--- src/rtl/register_file_sb.sv ---
// register_file_sb: 2**ADDR_W x WIDTH register file with a per-register busy scoreboard
// Ports: clk, rst (sync, active-high); addra/addrb -> a/b read data and a_busy/b_busy;
//        we/addrw/wd write port (clears busy); rsv/addrr reserve port (sets busy);
//        busy_any = OR of all busy bits.
// Optional macro REGFILE_BYPASS_EN: same-cycle write-through forwarding to the read ports.
module register_file_sb #(
   parameter int WIDTH = 8,
   parameter int ADDR_W = 2,
   parameter logic [WIDTH-1:0] RESET_VAL = '0
) (
   input  logic              clk,
   input  logic              rst,
   input  logic [ADDR_W-1:0] addra,
   input  logic [ADDR_W-1:0] addrb,
   output logic [WIDTH-1:0]  a,
   output logic [WIDTH-1:0]  b,
   output logic              a_busy,
   output logic              b_busy,
   input  logic              we,
   input  logic [ADDR_W-1:0] addrw,
   input  logic [WIDTH-1:0]  wd,
   input  logic              rsv,
   input  logic [ADDR_W-1:0] addrr,
   output logic              busy_any
);
   localparam int DEPTH = 2 ** ADDR_W;
   logic [WIDTH-1:0] regs [DEPTH];
   logic [DEPTH-1:0] busy;
   always_ff @(posedge clk) begin
      if (rst) begin
         for (int i = 0; i < DEPTH; i++) regs[i] <= RESET_VAL;
         busy <= '0;
      end else begin
         if (we) begin
            regs[addrw] <= wd;
            busy[addrw] <= 1'b0;
         end
         // Reserve comes last so a new producer wins over a retiring one.
         if (rsv) busy[addrr] <= 1'b1;
      end
   end
`ifdef REGFILE_BYPASS_EN
   logic fwd_a, fwd_b;
   always_comb begin
      fwd_a  = we && !rst && addrw == addra;
      fwd_b  = we && !rst && addrw == addrb;
      a      = fwd_a ? wd : regs[addra];
      b      = fwd_b ? wd : regs[addrb];
      a_busy = fwd_a ? (rsv && addrr == addra) : busy[addra];
      b_busy = fwd_b ? (rsv && addrr == addrb) : busy[addrb];
   end
`else
   always_comb begin
      a      = regs[addra];
      b      = regs[addrb];
      a_busy = busy[addra];
      b_busy = busy[addrb];
   end
`endif
   assign busy_any = |busy;
endmodule

--- config.mk ---
export PLATFORM = sky130hd
export DESIGN_NAME = register_file_sb
export DESIGN_NICKNAME = d
export VERILOG_FILES = /design/src/rtl/register_file_sb.sv
export SDC_FILE = /design/constraint.sdc
export NUM_CORES = 1
export LEC_CHECK = 0
export CORE_MARGIN = 8
export CORE_UTILIZATION = 54
export DETAILED_ROUTE_END_ITERATION = 16
export GPL_TIMING_DRIVEN = 0
export PLACE_DENSITY = 0.89
export SLEW_MARGIN = 20
export SYNTH_ARGS = -nofsm -noshare
export SYNTH_HDL_FRONTEND = slang
export SYNTH_SLANG_ARGS = --single-unit
export TNS_END_PERCENT = 5
--- constraint.sdc ---
create_clock -name clk -period 2.9 [get_ports clk]
set_input_delay 0.58 -clock clk [delete_from_list [all_inputs] [get_ports clk]]
set_output_delay 0.58 -clock clk [all_outputs]
set_load 0.05 [all_outputs]
==> flow_metrics.tcl, run 1 <==
set metrics [dict create \
    status "completed" \
    cts_buffer_depth 2 \
    synth_edf_count 32 \
    maxCapViolCount 0 \
    drc 0 \
    rsz0062_at_grt "false" \
    die_x_um 74.3 \
    cts_resized 0 \
    hold_viol 0 \
    final_util_pct 70.0 \
    ir_drop_uv 333 \
    dr.pass1.iters 4 \
    place_hpwl_um 2920 \
    numCtsBuffers 5 \
    required_ns 2.32 \
    power.switching_mw 0.389 \
    htree_num_levels 2 \
    holdCritPathClass "reg -> reg" \
    io_pins 39 \
    clock-sinks 36 \
    synthArstFlopShare_pct 0 \
    clkLatencyLatePin_ns 0.35 \
    post-route-period-util_pct 93.2 \
    stdcell_count 212 \
    ys_warn_count 0 \
    num-fill-cells 258 \
    period_needed_ns 2.70 \
    slew_violations 0 \
    finalClockSkew_ns 0 \
    syn_nets 144 \
    hold_path_end "busy[1]$_SDFF_PP0_" \
    core_mm2 0.00331 \
    grt_use_total_pct 16.8 \
    seq_power_share_pct 47.6 \
    netlist_area_mm2 0.00184 \
    grt_pass1_vias 1292 \
    io_buffers 34 \
    maxSlewHeadroom_pct 65.4 \
    rows 21 \
    drive_gt1_share_pct 21.1 \
    arrival_ns 2.12 \
    antenna_left 0 \
    netlist-cell-type-count 22 \
    ff2ff_path_depth 2 \
    hold_start "busy[1]$_SDFF_PP0_" \
    pwr-share-clk_pct 27.2 \
    drt_iter0_drc 63 \
    cts_tree "built" \
    synth_top_cell_by_area "edfxtp_1" \
    synth.top_cells.by_area "edfxtp_1 (52%), mux4_2 (22%), nor2_1 (4.9%)" \
    p_comb_share_pct 25.3 \
    whs_path_depth 2 \
    max_freq_ghz 0.370 \
    crit_path_end_kind "output pin" \
    post-cts-setup-buffers 0 \
    clk_pin_slew_ns 0.11 \
    antenna_found_initial 0 \
    critical_path_class "in -> out" \
    gr-total-overflow 0 \
    startpoint "addra[1]" \
    r2r_end "busy[3]$_SDFF_PP0_" \
    reg2reg_slack_ns 2.19 \
    start_kind "input pin" \
    grt_max_degree 13 \
    cellPowerDensity_mw_per_mm2 564 \
    ys_seq_elements 36 \
    die_area_mm2 0.00553 \
    avgSynthCellArea_um2 14.8 \
    p_leak_nw 0.858 \
    synthCells 124 \
    worst_slew_pin_slew_ns 0.518 \
    synthToLayoutAreaGrowth_pct 26.0 \
    timing.hold.ws_ns 0.547 \
    grt_pass1_wl_um 6470 \
    drt_wl_total_um 4240 \
    timing.rr.start "busy[3]$_SDFF_PP0_" \
    internal-power_mw 0.917 \
    place_inst 204 \
    cp_max_fo 9 \
    wl_per_cell_um 20.0 \
    synthFlopType "edfxtp_1" \
    yosysTopAreaCellShare_pct 52.3 \
    n_antenna_cell 0 \
    netSwitchingFraction_pct 29.8 \
    setup_viol 0 \
    final_nets 185 \
    viasPerCell 5.82 \
    die_h_um 74.3 \
    yosysSeqAreaShare_pct 56.6 \
    power_mw 1.31 \
    cts_hold_buffers 0 \
    clockRootBuffer "clkbuf_4" \
    initial_core_util_pct 55.5 \
    tns_ns 0 \
    vias 1234 \
    gp_congestion 0.887 \
]
## registers in the layout, indices dropped and copies added, names as in the netlist
| signal | count |
|---|---|
| busy | 4 |
| regs | 32 |
## layout make-up
class                   count  area (um^2)  area share, %
flip-flops and latches     36         1040           44.9
multi-input cells          68          702           30.3
repair buffers             34          340           14.7
well taps                  46         57.6           2.49
plain buffers               8         50.0           2.16
inverters                  12         45.0           1.94
clock inverters             3         42.5           1.84
clock buffers               5         37.5           1.62
## Yosys cell counts (2+ instances only)
master and count:
mux4_2 18, clkbuf_1 2, inv_1 11, dfxtp_1 4
nand2b_1 3, a31o_1 2, o32ai_1 2, or2_1 2
nor2_1 24, buf_6 2, buf_2 4, edfxtp_1 32
nand2_1 2, nand3b_1 8
## how the worst max path moves through the flow
stage | endpoint | slack [ns] | cells past startpoint
after floorplan | a_busy | 0.88 | 2
after global placement | a_busy | 0.21 | 3
after detailed placement | a_busy | 0.20 | 3
after CTS | a_busy | 0.19 | 3
final | a_busy | 0.20 | 3
after global routing | a_busy | 0.14 | 3
## metal layers
layer	wire length, um	track usage (%)	vias to the layer above
met2	2200	29.0	68
met3	505	5.12	7
li1	-	-	555
met5	0	0	-
met1	1460	18.0	604
met4	70	9.13	0
## cell families (layout without fill, tap and decap cells)
kind of cell	count (synthesis)	count (layout)	synth area share, %
multiplexers	18	18	22.1
flip-flops	36	36	56.6
AO/OA/AOI/OAI	5	5	2.38
buffers and inverters	20	62	5.17
AND/OR/NAND/NOR	45	45	13.8
## metrics by stage
step	setup WS [ns]	area, um^2
6_report	0.198	2320
5_1_grt	0.141	2320
4_1_cts	0.188	2320
3_5_place_dp	0.203	2240
3_3_place_gp	0.209	2240
2_1_floorplan	0.883	1840
## power by group through the flow
stage / clock network (mW) / registers (mW) / logic [mW]
after global placement: 0 / 0.629 / 0.328
after detailed placement: 0 / 0.633 / 0.332
after global routing: 0.376 / 0.626 / 0.344
final: 0.355 / 0.621 / 0.330
after CTS: 0.363 / 0.621 / 0.334
after floorplan: 0 / 0.626 / 0.223
## layout by cell type (no fill, tap or decap), drive strengths merged, types with 2 or more instances in the layout
cell type,count
dfxtp,4
nand2,2
nand2b,3
a31o,3
mux4,18
o32ai,2
nand3b,9
inv,12
clkbuf,7
edfxtp,32
clkdlybuf4s50,34
or2,2
nor2,24
buf,6
## critical path, stage by stage
cell             delay [ns]
buf_2                  0.24
mux4_2                 0.56
clkdlybuf4s50_1        0.73
Note: power is estimated with default switching activity, not from simulation.
==> inputs of run 2 (changes only) <==
==> constraint.sdc (replaced) <==
create_clock -name clk -period 2.9 [get_ports clk]
set_input_delay 0.435 -clock clk [delete_from_list [all_inputs] [get_ports clk]]
set_output_delay 0.435 -clock clk [all_outputs]
set_load 0.05 [all_outputs]
==> results of run 2 <==
Same layout as run 1 (identical final DEF). Status: completed.
Among the figures that moved: setup slack after placement 0.203 ns -> 0.493 ns; setup slack after layout 0.198 ns -> 0.488 ns
